[src/rtl/br_pkg.sv]
// br_pkg: shared defaults, update-record type and saturating increment for branch_resolver.
// Revision: 1.0
`default_nettype none

package br_pkg;

  localparam int DEPTH_DEF = 4;
  localparam int CNT_W_DEF = 16;

  // Training pulse record presented to the predictor one cycle after a resolve.
  typedef struct packed {
    logic result;
    logic taken;
    logic mispredict;
  } upd_t;

  // Increment held in 32 bits; stops at 2^w-1 so callers of width w never wrap.
  function automatic logic [31:0] sat_inc(input logic [31:0] v, input int unsigned w);
    logic [31:0] maxv;
    maxv = (w >= 32) ? 32'hFFFF_FFFF : ((32'd1 << w) - 32'd1);
    return (v >= maxv) ? v : v + 32'd1;
  endfunction

endpackage

`default_nettype wire

[src/rtl/br_inflight_q.sv]
// br_inflight_q: in-order queue of 1-bit predictions with per-entry written flags.
// Revision: 1.0
`default_nettype none

module br_inflight_q
  import br_pkg::*;
#(
  parameter  int DEPTH = DEPTH_DEF,
  localparam int AW    = $clog2(DEPTH)
) (
  input  logic          clk,
  input  logic          rst,
  input  logic          push,
  input  logic          wr_en,
  input  logic [AW-1:0] wr_idx,
  input  logic          wr_data,
  input  logic          pop,
  input  logic          flush,
  output logic [AW-1:0] tail,
  output logic [AW:0]   count,
  output logic          head_valid,
  output logic          head_pred
);

  logic [AW-1:0]    head;
  logic [DEPTH-1:0] written;
  logic [DEPTH-1:0] data;

  assign head_valid = (count != '0) && written[head];
  assign head_pred  = data[head];

  always_ff @(posedge clk) begin
    if (rst) begin
      head    <= '0;
      tail    <= '0;
      count   <= '0;
      written <= '0;
    end else if (flush) begin
      // Flush always accompanies the pop of the mispredicted entry: drop it and everything younger.
      head    <= head + 1'b1;
      tail    <= head + 1'b1;
      count   <= '0;
      written <= '0;
    end else begin
      if (push) begin
        tail          <= tail + 1'b1;
        written[tail] <= 1'b0;
      end
      if (wr_en) begin
        written[wr_idx] <= 1'b1;
      end
      if (pop) begin
        head          <= head + 1'b1;
        written[head] <= 1'b0;
      end
      count <= count + {{AW{1'b0}}, push} - {{AW{1'b0}}, pop};
    end
  end

  always_ff @(posedge clk) begin
    if (wr_en) begin
      data[wr_idx] <= wr_data;
    end
  end

endmodule

`default_nettype wire

[src/rtl/branch_resolver.sv]
// branch_resolver: lookup/resolve handshake, predictor training pulses and mispredict statistics.
// Revision: 1.0
`default_nettype none

module branch_resolver
  import br_pkg::*;
#(
  parameter int DEPTH = DEPTH_DEF,
  parameter int CNT_W = CNT_W_DEF
) (
  input  logic             clk,
  input  logic             rst,
  input  logic             br_valid,
  output logic             br_ready,
  output logic             pred_req,
  input  logic             pred_in,
  output logic             pred_valid,
  output logic             pred_taken,
  input  logic             res_valid,
  input  logic             res_taken,
  output logic             res_ready,
  output logic             upd_result,
  output logic             upd_taken,
  output logic             mispredict,
  output logic [CNT_W-1:0] br_count,
  output logic [CNT_W-1:0] mp_count
);

  localparam int AW = $clog2(DEPTH);

  logic [AW-1:0] tail;
  logic [AW-1:0] pend_idx;
  logic [AW:0]   count;
  logic          head_valid;
  logic          head_pred;
  logic          res_fire;
  logic          flush;
  upd_t          upd_q;

  assign br_ready   = (count != (AW+1)'(DEPTH));
  assign pred_req   = br_valid & br_ready;
  assign res_ready  = head_valid;
  assign res_fire   = res_valid & res_ready;
  assign flush      = res_fire & (head_pred != res_taken);
  assign pred_taken = pred_valid & pred_in;

  assign upd_result = upd_q.result;
  assign upd_taken  = upd_q.taken;
  assign mispredict = upd_q.mispredict;

  br_inflight_q #(
    .DEPTH (DEPTH)
  ) u_q (
    .clk        (clk),
    .rst        (rst),
    .push       (pred_req),
    .wr_en      (pred_valid),
    .wr_idx     (pend_idx),
    .wr_data    (pred_in),
    .pop        (res_fire),
    .flush      (flush),
    .tail       (tail),
    .count      (count),
    .head_valid (head_valid),
    .head_pred  (head_pred)
  );

  always_ff @(posedge clk) begin
    if (rst) begin
      pred_valid <= 1'b0;
      pend_idx   <= '0;
      upd_q      <= '0;
      br_count   <= '0;
      mp_count   <= '0;
    end else begin
      // A lookup accepted alongside a flushing resolve is younger, so its return is suppressed.
      pred_valid       <= pred_req & ~flush;
      upd_q.result     <= res_fire;
      upd_q.taken      <= res_fire & res_taken;
      upd_q.mispredict <= flush;
      if (pred_req) begin
        pend_idx <= tail;
      end
      if (res_fire) begin
        br_count <= CNT_W'(sat_inc(32'(br_count), CNT_W));
      end
      if (flush) begin
        mp_count <= CNT_W'(sat_inc(32'(mp_count), CNT_W));
      end
    end
  end

endmodule

`default_nettype wire
[config.mk]
export PLATFORM = sky130hd
export DESIGN_NAME = branch_resolver
export DESIGN_NICKNAME = d
export VERILOG_FILES = /design/src/rtl/br_pkg.sv /design/src/rtl/br_inflight_q.sv /design/src/rtl/branch_resolver.sv
export SDC_FILE = /design/constraint.sdc
export NUM_CORES = 1
export LEC_CHECK = 0
export CORE_MARGIN = 2
export CORE_UTILIZATION = 59
export CTS_BUF_LIST = sky130_fd_sc_hd__clkbuf_8
export DETAILED_ROUTE_END_ITERATION = 10
export PLACE_DENSITY = 0.88
export SLEW_MARGIN = 25
export SYNTH_ARGS = -nofsm -noshare
export SYNTH_HDL_FRONTEND = slang
export SYNTH_SLANG_ARGS = --single-unit
[constraint.sdc]
create_clock -name clk -period 7.3 [get_ports clk]
set_input_delay 1.46 -clock clk [delete_from_list [all_inputs] [get_ports clk]]
set_output_delay 1.46 -clock clk [all_outputs]
set_load 0.1 [all_outputs]
# ---- After elaboration in Yosys (flattened, before gate mapping)
# Cells that the tools add are included.
dict set report word_totals {
  ff_bits 53
  inputBits 6
  out_inout_bits 40
  word_cells 74
}
dict set report classes {
  add_sub_neg 6
  magnitude_cmp 8
  n_eq_ne 2
  mux 22
  bitwise 14
  n_reduce_logical 10
}
# op n
set ops {}
lappend ops {{16-bit by 1-bit adder with 16-bit output, second input constant} 2}
lappend ops {{16-bit greater-or-equal comparator, second input constant} 2}
lappend ops {{4-bit 2-to-1 mux} 7}
lappend ops {{2-bit by 3-bit less-than comparator with 1-bit output, second input constant} 3}
lappend ops {{4-bit AND} 2}
lappend ops {{2-bit 2-to-1 mux} 4}
lappend ops {{4-bit inverter} 2}
lappend ops {{1-bit AND} 6}
lappend ops {{1-bit demux with 2-bit select} 3}
lappend ops {{2-bit by 1-bit greater-or-equal comparator with 1-bit output, second input constant} 3}
lappend ops {{1-bit 2-to-1 mux} 5}
lappend ops {{2-bit by 1-bit adder with 2-bit output, second input constant} 2}
lappend ops {{1-bit binary-select mux with 2-bit select} 2}
lappend ops {{4-bit bitwise mux} 1}
lappend ops {{1-bit logical AND} 4}
lappend ops {{4-bit OR} 1}
lappend ops {{2-bit AND reduction} 2}
lappend ops {{2-bit nonzero test} 2}
lappend ops {{3-bit by 1-bit adder with 3-bit output} 1}
lappend ops {{3-bit inequality test, second input constant} 1}
lappend ops {{1-bit inverter} 3}
lappend ops {{3-bit nonzero test} 1}
lappend ops {{3-bit by 1-bit subtractor with 3-bit output} 1}
lappend ops {{2-bit OR reduction} 1}
lappend ops {{1-bit inequality test} 1}

# ---- Depth between registers and ports, before layout
dict set report logic_depth {
  word_depth 15
  ltp_mapped 10
  depth_no_buf 10
}

# ---- By module
# From an unflattened synthesis, not the netlist that was laid out.
dict set report unflattened {
  hier_cells 293
  hier_area_um2 2763.9
}
# module n_inst cells_per_inst area_each_um2 seq_area_each_um2
set modules_own_cells {}
lappend modules_own_cells {branch_resolver 1 220 1925.6 760.7}
lappend modules_own_cells {br_inflight_q 1 73 838.3 340.3}

# ---- Least setup slack after synthesis
# No wires, ideal clock.
dict set report synth_timing {
  kind {input to output}
  start {input port br_valid}
  end {output port pred_req}
  arrival_time_ns 2.339
  required_ns 5.840
  setup_slack_ns 3.501
  cell_stages 2
  n_path_buf 0
  path_cell_list {nand2_1 -> clkinv_1}
}
dict set report synth_via {
  elab_chain_len 1
}
# item line_no
set synth_lines {}
lappend synth_lines {{start, declared} branch_resolver.sv:13} ;# input logic br_valid,
lappend synth_lines {{1-bit AND} branch_resolver.sv:41} ;# assign pred_req = br_valid & br_ready;
lappend synth_lines {{end, declared} branch_resolver.sv:15} ;# output logic pred_req,
# No other way between the ends.

# ---- Worst setup path in the final report
# Ends and elaborated chain as after synthesis.

==> impl_results.md <==
- Most common cell in the synthesized netlist: dfxtp_1
- Post-synthesis cell type count: 45
- DR vias: 2218
- Worst min-delay path category: register to register
- Htree depth: 2
- Avg WL per Cell: 14.1 µm
- Remaining antenna violation count: 0
- Vias in the first global route: ~2000
- Largest net degree at the start of global routing: 45
- Final worst path period need: 4.84 ns
- # hold bufs at CTS: 0
- Worst setup SP type: input pin
- Area growth, synth to finish: 21.4%
- Drt first pass iters: 4
- Int Power: 0.000421 W
- Global-route usage over all layers: about 23%
- Post-CTS sizing: 0
- Ant diodes: 0
- Setup violations, final: 0
- Fin cells: 385
- Static leakage: 1.05 nW
- Gate Count Post-Synth: 291
- Peak supply drop: 0.221 mV
- Post-detail-place hpwl: approximately 4 mm
- Routed vias/inst: between 5 and 6
- Mapped cell area: 2610 µm²
- FF+latch count, synth: 53
- Fmax achieved: about 210 MHz
- Layout cells sized above 1: 6.01%
- Leading area contributor after synthesis: dfxtp_1
- Worst EP required: 5.84 ns
- Unrepaired setup endpoints after global routing: false
- Sw Ratio: 33.6%
- Buffer depth of the longest clock path: 2
- Clock transition at path regs: 0.10 ns
- RD Place Congestion: 0.759
- Comb pwr share: between 20 and 25%
- Port bufs: 45
- EDFF count, synth: 4
- Inst Count DP: roughly 380
- Setup crit end kind: primary output
- CTS root buf: clkbuf_8
- Die Area: ~5000 µm²
- Post-Syn Nets: 310
- Crit-path max FO: 10
- Initial Utilization: between 60% and 70%
- Clock Latency Late Sink: 0.31 ns
- Synth Area per Inst: around 9.0 µm²
- Post-synth top area share: 37.6%
- Routed WL: 5.41 mm
- Initial antenna violation count: 0
- Dominant synthesized flop cell: dfxtp_1
- Final Hold Viols: 0
- Die Span Y: about 71 µm
- CTS buffer count: 5
- Setup Fix Bufs, Post-CTS: 0
- Fin Clk Skew: 0.00760 ns
- GRT overflow: 0
- Iteration-0 DRC Markers: 136
- Status: complete, no violations
- CTS tree: built
- Placeable Area: between 4000 and 5000 µm²
- Final Cycle Share: roughly 66%
- Sw power: 0.000213 W
- Post-synthesis sequential area ratio: 42.2%
- Reg power frac: 51.8%
- Final Max Tran Viols: 0
- First-pass GRT wire length: 9.06 mm
- Max-Cap Viols: 0
- Synth top area cells: dfxtp_1 38%, xnor2_1 6.0%, ha_1 5.7%
- Async SR Flop Fraction: 0%
- Die width: around 71 µm
- Final setup TNS: 0 ns
- # IOs: 46
- Ys Warns: 0
- Layout Nets: 351
- Least-Margin Pin Slew: 0.976 ns
- Remaining routing DRC violations: 0
- CTS sink cnt: 53
- Cell Pwr Density: 200 nW/µm²
- Crit Path Class: input pin to primary output
- Site row count: 24
- CP Data Arrival Time: 3.38 ns
- Synth cell count leaders: 49 x dfxtp_1, 33 x nor2_1, 27 x nand2_1, 20 x a21oi_1, 18 x xnor2_1
- Power share of the clock group: between 20% and 30%
- Relative slew slack: 34.7%
## area by class of cell
| type | instances | area, µm² |
|---|---|---|
| sequential | 53 | 1100 |
| fill | 353 | 1120 |
| inverter | 17 | 68.8 |
| multi-input combinational | 208 | 1380 |
| timing repair buffer | 47 | 465 |
| clock inverter | 3 | 16.3 |
| tap | 52 | 65.1 |
| clock buffer | 5 | 68.8 |
## through the flow
step | total power, W | cell area, µm² | setup slack, ns | hold WS (ns) | utilization (%)
CTS | 0.000637 | 3170 | 2.46 | 0.516 | 73.8
global route | 0.000660 | 3170 | 2.37 | 0.546 | 73.8
finish | 0.000634 | 3170 | 2.46 | 0.523 | 73.8
global placement | 0.000470 | 3080 | 2.49 | 0.485 | 71.8
floorplan | 0.000443 | 2610 | 3.50 | 0.466 | -
detailed placement | 0.000476 | 3080 | 2.46 | 0.502 | 71.8
## per-layer routing
metal / part of all wire [%] / routed length (µm) / global-route usage, %
met1: 45 / 2430 / 27.9
met2: 50 / 2720 / 39.1
met3: 3.1 / 169 / 4.91
met4: 1.8 / 95 / 7.91
met5: 0 / 0 / 0
## power by group through the flow
stage / clock network, W / logic (W) / registers [W]
after floorplan: 0 / 0.0000958 / 0.000347
after global placement: 0 / 0.000137 / 0.000333
after detailed placement: 0 / 0.000141 / 0.000335
after CTS: 0.000167 / 0.000142 / 0.000328
after global routing: 0.000175 / 0.000155 / 0.000331
final: 0.000164 / 0.000141 / 0.000328
## placed cells by master (no fill, tap or decap), drive strengths merged, types with 2 or more instances in the layout
| cell type | n |
|---|---|
| nand2 | 27 |
| nor3b | 2 |
| and4 | 4 |
| nor2 | 33 |
| or4 | 4 |
| nor3 | 5 |
| or2 | 2 |
| a311oi | 2 |
| xnor2 | 18 |
| a211oi | 11 |
| xor2 | 2 |
| nor4 | 6 |
| nor2b | 3 |
| o31ai | 3 |
| and2 | 5 |
| mux2 | 2 |
| dfxtp | 49 |
| clkinv | 4 |
| nand3 | 6 |
| edfxtp | 4 |
| clkdlybuf4s50 | 45 |
| a2111oi | 3 |
| a31oi | 2 |
| inv | 16 |
| o21ai | 6 |
| clkbuf | 5 |
| nand2b | 2 |
| nand4 | 8 |
| mux4 | 2 |
| or3 | 7 |
| buf | 2 |
| mux2i | 2 |
| ha | 12 |
| a21oi | 20 |
## critical path: stages
cell and delay (ns):
clkdlybuf4s50_1 0.46, nand2_1 0.10, clkinv_1 0.19, clkdlybuf4s50_1 1.17
## registers in the layout, summed over array words and instances, names as in the netlist, 2 cells and up
name / flops
br_count: 16
mp_count: 16
pend_idx: 2
u_q.count: 3
u_q.data: 4
u_q.head: 2
u_q.tail: 2
u_q.written: 4
## path summary, 6_finish.rpt
path | from | endpoint | slack, ns | cells after the start
max reg2reg | u_q.head[0] | u_q.count[2] | 4.30 | 10
min reg2reg | mp_count[6] | mp_count[6] | 0.52 | 2
min | mp_count[6] | mp_count[6] | 0.52 | 2
max | br_valid | pred_req | 2.46 | 4
## cell families after synthesis
group	Yosys count	synth area share, %
XOR/XNOR	20	6.71
multiplexers	6	3.50
buffers and inverters	30	4.84
AND/OR/NAND/NOR	118	23.0
adder cells (fa/ha/maj)	13	6.52
flip-flops	53	42.2
AO/OA/AOI/OAI	51	13.3
Note: power is estimated with default switching activity, not from simulation.
